## src/rtl/jpeg_rle_encoder.sv

```systemverilog
// jpeg_rle_encoder
// ----------------
// Run-length / magnitude-category encoder for one 8x8 block of quantized
// coefficients arriving in zigzag order (64 per block, index 0 = DC).
// Each output symbol is (run, size, amp) with flags for DC and EOB, ready
// for the downstream Huffman stage. Runs of 16 zeros followed by a nonzero
// are emitted as ZRL symbols (run=15, size=0) before that nonzero.
//
// Ports
//   clk        : clock, rising edge
//   rst_n      : asynchronous active-low reset
//   in_valid   : coefficient present on in_coef
//   in_ready   : encoder accepts in_coef this cycle
//   in_coef    : 12-bit signed quantized coefficient
//   out_valid  : symbol on out_* is valid
//   out_ready  : downstream consumes the symbol
//   out_run    : preceding zero count (0..15)
//   out_size   : magnitude category (0..11)
//   out_amp    : amplitude bits, LSB-aligned, upper bits zero
//   out_dc     : symbol is the DC term of a block
//   out_eob    : symbol is end-of-block
//
// Build option
//   JPEG_RLE_DC_DPCM_EN : when defined, the DC symbol carries the saturated
//   difference from the previous block's DC (predictor reset to 0); when
//   undefined the raw DC value is encoded and no predictor exists.

module jpeg_rle_encoder (
  input  logic        clk,
  input  logic        rst_n,
  input  logic        in_valid,
  output logic        in_ready,
  input  logic [11:0] in_coef,
  output logic        out_valid,
  input  logic        out_ready,
  output logic [3:0]  out_run,
  output logic [3:0]  out_size,
  output logic [10:0] out_amp,
  output logic        out_dc,
  output logic        out_eob
);

  localparam int DATA_W = 12;
  localparam int AMP_W  = DATA_W - 1;

  typedef enum logic [1:0] {
    ST_ACCEPT = 2'd0,
    ST_ZRL    = 2'd1,
    ST_HOLD   = 2'd2
  } state_t;

  typedef struct packed {
    logic             dc;
    logic             eob;
    logic [3:0]       run;
    logic [3:0]       size;
    logic [AMP_W-1:0] amp;
  } sym_t;

  // -2048 has no 11-bit magnitude; fold it onto -2047.
  function automatic logic signed [DATA_W-1:0] clamp_coef(input logic signed [DATA_W-1:0] v);
    if (v == -12'sd2048) return -12'sd2047;
    return v;
  endfunction

  function automatic logic signed [DATA_W-1:0] sat_diff(input logic signed [DATA_W:0] d);
    if (d > 13'sd2047)  return 12'sd2047;
    if (d < -13'sd2047) return -12'sd2047;
    return d[DATA_W-1:0];
  endfunction

  // Bit length of |v|; v is never -2048 here.
  function automatic logic [3:0] cat_size(input logic signed [DATA_W-1:0] v);
    logic signed [DATA_W-1:0] a;
    logic [AMP_W-1:0]         mag;
    logic [3:0]               sz;
    a   = v[DATA_W-1] ? -v : v;
    mag = a[AMP_W-1:0];
    sz  = 4'd0;
    for (int i = 0; i < AMP_W; i++) begin
      if (mag[i]) sz = 4'(i + 1);
    end
    return sz;
  endfunction

  // Negative values are sent as (v-1) truncated to size bits (one's complement of |v|).
  function automatic logic [AMP_W-1:0] cat_amp(input logic signed [DATA_W-1:0] v,
                                               input logic [3:0]               sz);
    logic signed [DATA_W-1:0] vm1;
    logic [AMP_W-1:0]         mask;
    mask = AMP_W'((12'd1 << sz) - 12'd1);
    if (v[DATA_W-1]) begin
      vm1 = v - 12'sd1;
      return vm1[AMP_W-1:0] & mask;
    end
    return v[AMP_W-1:0];
  endfunction

  function automatic sym_t mk_sym(input logic dc, input logic eob, input logic [3:0] run,
                                  input logic [3:0] sz, input logic [AMP_W-1:0] amp);
    sym_t s;
    s.dc   = dc;
    s.eob  = eob;
    s.run  = run;
    s.size = sz;
    s.amp  = amp;
    return s;
  endfunction

  state_t     state_q, state_d;
  logic [5:0] idx_q, idx_d;
  logic [3:0] run_q, run_d;
  logic [1:0] zrl_q, zrl_d;
  logic       out_valid_q, out_valid_d;
  sym_t       out_sym_q, out_sym_d;
  sym_t       lat_sym_q, lat_sym_d;

  logic signed [DATA_W-1:0] coef_c;
  logic signed [DATA_W-1:0] dc_val;
  logic [3:0]               ac_size, dc_size;
  logic [AMP_W-1:0]         ac_amp, dc_amp;
  logic                     out_fire, out_free, in_fire;

  assign coef_c = clamp_coef(in_coef);

`ifdef JPEG_RLE_DC_DPCM_EN
  logic signed [DATA_W-1:0] pred_q, pred_d;
  logic signed [DATA_W:0]   dc_diff;
  assign dc_diff = {coef_c[DATA_W-1], coef_c} - {pred_q[DATA_W-1], pred_q};
  assign dc_val  = sat_diff(dc_diff);
`else
  assign dc_val  = coef_c;
`endif

  assign ac_size = cat_size(coef_c);
  assign ac_amp  = cat_amp(coef_c, ac_size);
  assign dc_size = cat_size(dc_val);
  assign dc_amp  = cat_amp(dc_val, dc_size);

  assign out_fire = out_valid_q && out_ready;
  assign out_free = !out_valid_q || out_ready;
  // Gated by rst_n so the bench-visible ready is low throughout reset.
  assign in_ready = rst_n && (state_q == ST_ACCEPT) && out_free;
  assign in_fire  = in_valid && in_ready;

  always_comb begin
    state_d     = state_q;
    idx_d       = idx_q;
    run_d       = run_q;
    zrl_d       = zrl_q;
    out_sym_d   = out_sym_q;
    lat_sym_d   = lat_sym_q;
    out_valid_d = out_valid_q && !out_fire;
`ifdef JPEG_RLE_DC_DPCM_EN
    pred_d      = pred_q;
`endif
    case (state_q)
      ST_ACCEPT: begin
        if (in_fire) begin
          idx_d = idx_q + 6'd1;
          if (idx_q == 6'd0) begin
            out_sym_d   = mk_sym(1'b1, 1'b0, 4'd0, dc_size, dc_amp);
            out_valid_d = 1'b1;
            run_d       = 4'd0;
            zrl_d       = 2'd0;
`ifdef JPEG_RLE_DC_DPCM_EN
            pred_d      = coef_c;
`endif
          end else if (coef_c == 12'sd0) begin
            if (idx_q == 6'd63) begin
              // Trailing zeros collapse into EOB; pending run/ZRL are dropped.
              out_sym_d   = mk_sym(1'b0, 1'b1, 4'd0, 4'd0, '0);
              out_valid_d = 1'b1;
              run_d       = 4'd0;
              zrl_d       = 2'd0;
            end else if (run_q == 4'd15) begin
              run_d = 4'd0;
              zrl_d = zrl_q + 2'd1;
            end else begin
              run_d = run_q + 4'd1;
            end
          end else if (zrl_q == 2'd0) begin
            out_sym_d   = mk_sym(1'b0, 1'b0, run_q, ac_size, ac_amp);
            out_valid_d = 1'b1;
            run_d       = 4'd0;
          end else begin
            // First ZRL goes out now; the nonzero waits in lat_sym until all ZRLs drain.
            lat_sym_d   = mk_sym(1'b0, 1'b0, run_q, ac_size, ac_amp);
            out_sym_d   = mk_sym(1'b0, 1'b0, 4'd15, 4'd0, '0);
            out_valid_d = 1'b1;
            run_d       = 4'd0;
            zrl_d       = zrl_q - 2'd1;
            state_d     = (zrl_q == 2'd1) ? ST_HOLD : ST_ZRL;
          end
        end
      end
      ST_ZRL: begin
        if (out_free) begin
          out_sym_d   = mk_sym(1'b0, 1'b0, 4'd15, 4'd0, '0);
          out_valid_d = 1'b1;
          zrl_d       = zrl_q - 2'd1;
          if (zrl_q == 2'd1) state_d = ST_HOLD;
        end
      end
      ST_HOLD: begin
        if (out_free) begin
          out_sym_d   = lat_sym_q;
          out_valid_d = 1'b1;
          state_d     = ST_ACCEPT;
        end
      end
      default: state_d = ST_ACCEPT;
    endcase
  end

  always_ff @(posedge clk or negedge rst_n) begin
    if (!rst_n) begin
      state_q     <= ST_ACCEPT;
      idx_q       <= 6'd0;
      run_q       <= 4'd0;
      zrl_q       <= 2'd0;
      out_valid_q <= 1'b0;
      out_sym_q   <= '0;
`ifdef JPEG_RLE_DC_DPCM_EN
      pred_q      <= '0;
`endif
    end else begin
      state_q     <= state_d;
      idx_q       <= idx_d;
      run_q       <= run_d;
      zrl_q       <= zrl_d;
      out_valid_q <= out_valid_d;
      out_sym_q   <= out_sym_d;
`ifdef JPEG_RLE_DC_DPCM_EN
      pred_q      <= pred_d;
`endif
    end
  end

  // Latched nonzero symbol is pure data; it is always written before use.
  always_ff @(posedge clk) begin
    lat_sym_q <= lat_sym_d;
  end

  assign out_valid = out_valid_q;
  assign out_run   = out_sym_q.run;
  assign out_size  = out_sym_q.size;
  assign out_amp   = out_sym_q.amp;
  assign out_dc    = out_sym_q.dc;
  assign out_eob   = out_sym_q.eob;

endmodule

```

## config.mk

```make
export PLATFORM = sky130hd
export DESIGN_NAME = jpeg_rle_encoder
export DESIGN_NICKNAME = d
export VERILOG_FILES = /design/src/rtl/jpeg_rle_encoder.sv
export SDC_FILE = /design/constraint.sdc
export NUM_CORES = 1
export LEC_CHECK = 0
export BUFFER_PORTS_ARGS = -buffer_cell sky130_fd_sc_hd__buf_2
export CAP_MARGIN = 40
export CORE_ASPECT_RATIO = 0.75
export CORE_MARGIN = 5
export CORE_UTILIZATION = 41
export DETAILED_ROUTE_END_ITERATION = 16
export SETUP_SLACK_MARGIN = 0.3
export SLEW_MARGIN = 30
export SYNTH_ARGS = -nofsm -noshare
export SYNTH_HDL_FRONTEND = slang
export SYNTH_SLANG_ARGS = --single-unit
```

## constraint.sdc

```tcl
create_clock -name clk -period 4.1 [get_ports clk]
set_input_delay 0.615 -clock clk [delete_from_list [all_inputs] [get_ports clk]]
set_output_delay 0.615 -clock clk [all_outputs]
set_load 0.005 [all_outputs]
```

# ---- Word level (Yosys, flattened, before mapping)
# Cells that the tools add are included.
dict set report op_classes {
  add_sub_neg 7
  eq_ne 16
  shift 1
  mux 53
  bitwise_logic 4
  reduce_logical 20
}
# op n
set op_table {}
lappend op_table {{2-to-1 mux 21 bit} 6}
lappend op_table {{one-hot mux 21 bit (3 select lines)} 1}
lappend op_table {{2-to-1 mux 4 bit} 14}
lappend op_table {{2-to-1 mux 11 bit} 3}
lappend op_table {{2-to-1 mux 2 bit} 15}
lappend op_table {{2-to-1 mux 12 bit} 2}
lappend op_table {{2-to-1 mux 19 bit} 1}
lappend op_table {{AND reduction 5 bit} 3}
lappend op_table {{inequality test 2 bit (second input constant)} 7}
lappend op_table {{== test 12 bit (second input constant)} 1}
lappend op_table {{zero test 12 bit} 1}
lappend op_table {{bitwise AND 11 bit} 1}
lappend op_table {{negation 11 bit} 1}
lappend op_table {{<< shifter 1 x 4 -> 11 bit (first input constant)} 1}
lappend op_table {{subtractor 11 x 1 -> 11 bit (second input constant)} 1}
lappend op_table {{subtractor 11 x 2 -> 11 bit (second input constant)} 1}
lappend op_table {{2-to-1 mux 1 bit} 8}
lappend op_table {{AND reduction 7 bit} 1}
lappend op_table {{adder 6 x 1 -> 6 bit (second input constant)} 1}
lappend op_table {{== test 6 bit (second input constant)} 1}
lappend op_table {{zero test 6 bit} 1}
lappend op_table {{one-hot mux 2 bit (3 select lines)} 1}
lappend op_table {{logical AND 1 bit} 5}
lappend op_table {{inequality test 5 x 3 -> 1 bit (second input constant)} 1}
lappend op_table {{other kinds (18)} 23}
dict set report totals {
  register_bits 55
  in_bits 16
  out_inout_bits 23
}

# ---- Longest topological paths before layout
dict set report depth {
  depth_word 26
  mapped_depth 19
}

# ---- Worst setup path before layout
# Ideal clock, no wire load.
dict set report synth_path {
  kind {in2reg}
  start {in in_coef[5]}
  end {reg state_q[0]}
  setup_time_ps 135
  arrival_ps 4928
  setup_slack_ps -962
  cell_stages 12
  cell_sequence {clkbuf_1 -> or4_1 -> nor2_1 -> a31oi_1 -> ha_1 -> nor3b_2 -> nand4b_1 -> nor3_1 -> nor4_1 -> o22ai_1 -> o21ai_0 -> o41ai_1}
}
dict set report synth_between {
  elab_chain_len 6
}
# item line_no
set synth_lines {}
lappend synth_lines {{from (decl)} 33} ;# input logic [11:0] in_coef,
lappend synth_lines {{== test 12 bit} 62} ;# if (v == -12'sd2048) return -12'sd2047;
lappend synth_lines {{2-to-1 mux 1 bit} 62}
lappend synth_lines {{2-to-1 mux 12 bit *} 63} ;# return v;
lappend synth_lines {{zero test 12 bit *} 169} ;# end else if (coef_c == 12'sd0) begin
lappend synth_lines {{inequality test 2 bit (no source line) *} n/a}
lappend synth_lines {{AND reduction 7 bit (no source line) *} n/a}
lappend synth_lines {{to (signal assigned)} 228} ;# state_q <= state_d;
lappend synth_lines {{to (decl)} 110} ;# state_t state_q, state_d;
# Every way passes the cells marked *; elsewhere a longest branch is shown, timed or not.
# A chain may end at the register's enable or synchronous reset.

# ---- Worst setup path in the final report
dict set report layout_path {
  start {in in_coef[10]}
  end {reg out_sym_q, in the netlist out_amp[6]}
}
# item line_no
set layout_lines {}
lappend layout_lines {{== test 12 bit} 62}
lappend layout_lines {{2-to-1 mux 1 bit} 62}
lappend layout_lines {{2-to-1 mux 12 bit *} 63}
lappend layout_lines {{negation 11 bit} 77} ;# a = v[DATA_W-1] ? -v : v;
lappend layout_lines {{2-to-1 mux 11 bit *} 77}
lappend layout_lines {{2-to-1 mux 4 bit (9 in series)} 81} ;# if (mag[i]) sz = 4'(i + 1);
lappend layout_lines {{2-to-1 mux 4 bit *} 81}
lappend layout_lines {{net ac_size[1]} 120} ;# logic [3:0] ac_size, dc_size;
lappend layout_lines {{[3 not listed]} n/a}
lappend layout_lines {{2-to-1 mux 11 bit *} 92} ;# if (v[DATA_W-1]) begin
lappend layout_lines {{2-to-1 mux 11 bit *} 96} ;# return v[AMP_W-1:0];
lappend layout_lines {{net ac_amp[6]} 121} ;# logic [AMP_W-1:0] ac_amp, dc_amp;
lappend layout_lines {{2-to-1 mux 19 bit} 182} ;# end else if (zrl_q == 2'd0) begin
lappend layout_lines {{2-to-1 mux 21 bit} 169}
lappend layout_lines {{2-to-1 mux 21 bit *} 161} ;# if (idx_q == 6'd0) begin
lappend layout_lines {{2-to-1 mux 21 bit *} 159} ;# if (in_fire) begin
lappend layout_lines {{one-hot mux 21 bit (3 select lines) *} 157} ;# case (state_q)
lappend layout_lines {{to (signal assigned)} 233} ;# out_sym_q <= out_sym_d;
lappend layout_lines {{to (decl)} 115} ;# sym_t out_sym_q, out_sym_d;
# The timed path passes the listed nets; every way through them passes the cells marked *. The select of a mux whose other input is x is not followed.

==> impl_results.rst <==
.. list-table::
   :header-rows: 1

   * - Metric
     - Value
   * - Root buffer cell
     - sky130_fd_sc_hd__clkbuf_16
   * - Total power divided by cell area
     - 530 mW/mm²
   * - Clock slew seen by the registers of the worst setup and hold paths
     - 0.08 ns
   * - Delay of the slowest cell on the worst path
     - 0.54 ns
   * - GRT Residual Overflow
     - 0
   * - WL/cell
     - 16.7 µm
   * - Horizontal die dimension
     - 117 µm
   * - Vias per inst
     - 5.72
   * - Portion of synthesized cell area occupied by the leading cell type
     - 0.254
   * - Final period demand of the worst path
     - 4.01 ns
   * - Number of synthesis warnings
     - 0
   * - Wire length reported by the detailed router
     - 9.82 mm
   * - Top layer in use
     - met4
   * - DRC violation count after routing
     - 0
   * - Total number of placement rows
     - 29
   * - Fraction of layout instances using a drive strength above 1
     - 0.331
   * - Most used flip-flop cell after synthesis
     - sky130_fd_sc_hd__dfrtp_1
   * - First-iteration detailed-routing DRC count
     - 230
   * - Comb pwr share
     - 0.461
   * - Multi-input combinational cell area
     - 0.00214 mm²
   * - Worst slew margin relative to its limit
     - 0.528
   * - Portion of the post-synthesis area used by sequential elements
     - 0.415
   * - Register cell area after layout
     - 0.00147 mm²
   * - Launch instance of the worst register-to-register path
     - state_q[1]
   * - Layout overhead on the synthesized area
     - 31.7%
   * - Largest area contributor in the synthesized netlist
     - sky130_fd_sc_hd__dfrtp_1
   * - Full die area
     - 0.0106 mm²
   * - Syn nets
     - 422
   * - Bufs on Longest Clock Path
     - 2
   * - Number of storage elements in the synthesis netlist
     - 55
   * - Detail Placement HPWL
     - 7.48 mm
   * - Most frequent cell after synthesis
     - sky130_fd_sc_hd__nor2_1
   * - Worst hold path type
     - input port to async pin
   * - Clock share of power
     - 0.200
   * - Depth of the worst register-to-register path
     - 8
   * - Number of max-cap violations
     - 0
   * - Via count
     - 3361
   * - Inserted Clock Buffers
     - 5
   * - Final weighted congestion in routability-driven placement
     - 0.950
   * - Highest ir drop seen on vdd
     - 0.350 mV
   * - Insertion delay to the later sink of the worst-skew pair
     - 0.29 ns
   * - Final-report hold violation count
     - 0
   * - Crit-path slowest cell
     - sky130_fd_sc_hd__or4_4
   * - GRT Total Usage
     - 0.183
   * - Count of final setup violators
     - 0
   * - Total count of max-transition violations in the final report
     - 0
   * - Vias in the first global route
     - 3169
   * - Maximum number of pins on one net before global-route repair
     - 39
   * - Share of power burned in registers
     - 0.339
   * - Internal power component
     - 0.00150 W
   * - EDFF count, synth
     - 19
   * - I/O pins
     - 39
   * - Antenna-violating nets left
     - 0
   * - Cell-by-cell listing of the critical path
     - buf_6 > or4_4 > nor2_4 > a31oi_4 > ha_4 > nor3b_4 > a311o_1 > o211a_1 > a21o_1 > or4_4 > ha_4 > inv_4 > a41oi_2 > mux2i_1 > o21a_1 > a21bo_2 > a31o_2
   * - Transition time at the pin with the least slew margin
     - 0.699 ns
   * - Number of library cell types mapped by synthesis
     - 63
   * - Post-Synthesis Cells
     - 395
   * - Number of search-and-repair iterations in the first detailed-routing pass
     - 4
   * - Minimum setup slack in the final design
     - 0.0863 ns
   * - Global-route wire length before repair
     - 16.3 mm
   * - Origin of the worst setup path
     - in_coef[10]
   * - Post-route core utilization
     - 0.552
   * - Leading post-synthesis cells by instance count
     - 40 x sky130_fd_sc_hd__nor2_1, 36 x sky130_fd_sc_hd__dfrtp_1, 36 x sky130_fd_sc_hd__nand2_1
   * - Core Box Area
     - 0.00845 mm²
   * - Cell area after placement
     - 0.00433 mm²
   * - Final clock period utilization by the worst path
     - 0.979
   * - Chip height
     - 90.5 µm
   * - Met2 wire length
     - 4.14 mm
   * - Reported leakage power
     - 1.96 nW
   * - Starting utilization of the core area
     - 0.419
   * - Final Cell Area
     - 0.00466 mm²
   * - Number of port buffers
     - 38
   * - Classification of the worst setup path
     - input port to register
   * - Met1 WL
     - 5.17 mm
   * - Share of flip-flops with an asynchronous set or reset
     - 0.655
   * - Clock tree from TritonCTS
     - done
   * - Number of hold buffers added after CTS
     - 0
   * - Worst Setup Start Kind
     - input port
   * - Fill count
     - 778
   * - WP data arrival
     - 4.19 ns
   * - Highest achievable clock rate
     - 0.249 GHz
   * - Setup clock skew after layout
     - 0.00799 ns
   * - H-tree depth reported by CTS
     - 2
   * - Pre-CTS worst setup slack
     - -0.210 ns
   * - Switching part of the total
     - 0.391
   * - Ant diodes
     - 0
   * - Kind of end point of the critical path
     - register
   * - Number of clock sinks
     - 55
   * - Switching power of the nets
     - 0.000968 W
   * - Synth area leaders
     - sky130_fd_sc_hd__dfrtp_1 25%, sky130_fd_sc_hd__edfxtp_1 16%, sky130_fd_sc_hd__nor2_1 4.2%
   * - Crit path max fanout
     - 6
   * - Mapped cell area
     - 0.00354 mm²
   * - Met3 wire len
     - 464 µm
   * - Outcome
     - finished clean
   * - Antenna violations before repair
     - 0
   * - RSZ-0062 raised after global routing
     - yes
   * - Post-synthesis average cell area
     - 8.97 µm²
   * - Number of nets in the layout
     - 506
   * - Data required time at the worst endpoint
     - 4.28 ns
-- placed cells by master (no fill, tap or decap), types with 3 or more instances in the layout --
cell type,instances
sky130_fd_sc_hd__buf_4,62
sky130_fd_sc_hd__nor2_1,38
sky130_fd_sc_hd__buf_2,37
sky130_fd_sc_hd__dfrtp_1,36
sky130_fd_sc_hd__nand2_1,35
sky130_fd_sc_hd__o21ai_0,23
sky130_fd_sc_hd__edfxtp_1,19
sky130_fd_sc_hd__a21oi_1,18
sky130_fd_sc_hd__inv_1,17
sky130_fd_sc_hd__nand3_1,11
sky130_fd_sc_hd__nor3_1,11
sky130_fd_sc_hd__ha_1,9
sky130_fd_sc_hd__nor2b_1,8
sky130_fd_sc_hd__a21o_1,8
sky130_fd_sc_hd__a221oi_1,8
sky130_fd_sc_hd__xnor2_1,7
sky130_fd_sc_hd__or3_1,6
sky130_fd_sc_hd__o211ai_1,5
sky130_fd_sc_hd__and2_1,5
sky130_fd_sc_hd__and3_1,5
sky130_fd_sc_hd__clkbuf_16,5
sky130_fd_sc_hd__or2_2,4
sky130_fd_sc_hd__o21a_1,4
sky130_fd_sc_hd__o31ai_1,4
sky130_fd_sc_hd__nand4_1,4
sky130_fd_sc_hd__o41ai_1,4
sky130_fd_sc_hd__or4_1,3
sky130_fd_sc_hd__a31oi_2,3
sky130_fd_sc_hd__a31o_2,3
sky130_fd_sc_hd__nor4b_1,3
sky130_fd_sc_hd__nor4_1,3
sky130_fd_sc_hd__nand2b_1,3
-- power groups by stage --
stage          Clock [W]  Combinational, W  Sequential (W)
3_5_place_dp           0           0.00110        0.000849
3_3_place_gp           0           0.00109        0.000842
5_1_grt         0.000523           0.00129        0.000861
2_1_floorplan          0          0.000719        0.000846
4_1_cts         0.000498           0.00113        0.000839
6_report        0.000494           0.00114        0.000838
-- final cells by class --
class,count,area share
clock buffers,5,0.0268
repair buffers,101,0.144
inverters,18,0.0150
well taps,108,0.0290
multi-input cells,298,0.459
clock inverters,3,0.00992
flip-flops and latches,55,0.315
-- routing by layer --
metal / GRT usage / vias up
li1: - / 1641
met2: 0.266 / 83
met5: 0 / -
met3: 0.0326 / 6
met4: 0.0232 / 0
met1: 0.287 / 1631
-- through the flow --
step	total power (W)	TNS, ns	instances	hold WS, ns
6_report	0.00247	0	588	0.434
5_1_grt	0.00267	-0.0595	588	0.492
4_1_cts	0.00247	0	586	0.443
3_5_place_dp	0.00195	-1.15	574	0.466
3_3_place_gp	0.00193	-1.02	574	0.457
2_1_floorplan	0.00156	-0.384	395	0.319
-- what timing repair did --
action	in CTS	in global routing
endpoints found under the hold margin	0	0
gates resized for setup	11	12
pin swaps	8	4
endpoints found under the setup margin	10	14
buffers inserted	4	2
-- worst max-delay path: cells and delay by family --
kind                       cells  cell delay, ns
buffers and inverters          2            0.15
adders and majority gates      2            0.40
AOI/OAI and AO/OA              8            1.41
and+or+nand+nor                4            1.38
muxes                          1            0.22
-- flip-flops by register name (all words and copies together), names as in the netlist --
signal,count
zrl_q,2
out_eob,1
run_q,4
out_dc,1
out_size,4
out_amp,11
out_run,4
out_valid,1
idx_q,6
lat_sym_q,19
state_q,2
-- logic make-up after synthesis --
| kind of cell | after synthesis | synth area share |
|---|---|---|
| simple gates | 155 | 0.223 |
| compound gates | 119 | 0.241 |
| flops | 55 | 0.415 |
| buf+inv | 42 | 0.0480 |
| fa+ha+maj | 11 | 0.0389 |
| xor+xnor | 8 | 0.0198 |
| mux | 5 | 0.0145 |
-- final timing paths --
kind                            slack [ns]          end
max in group asynchronous             3.34   out_amp[6]
worst max-delay path                  0.09   out_amp[6]
worst min-delay path                  0.43     idx_q[1]
worst max register to register        1.36  out_size[0]
worst min register to register        0.48   out_run[0]
min in group clk                      0.48   out_run[0]
(Power assumes the default switching activity.)
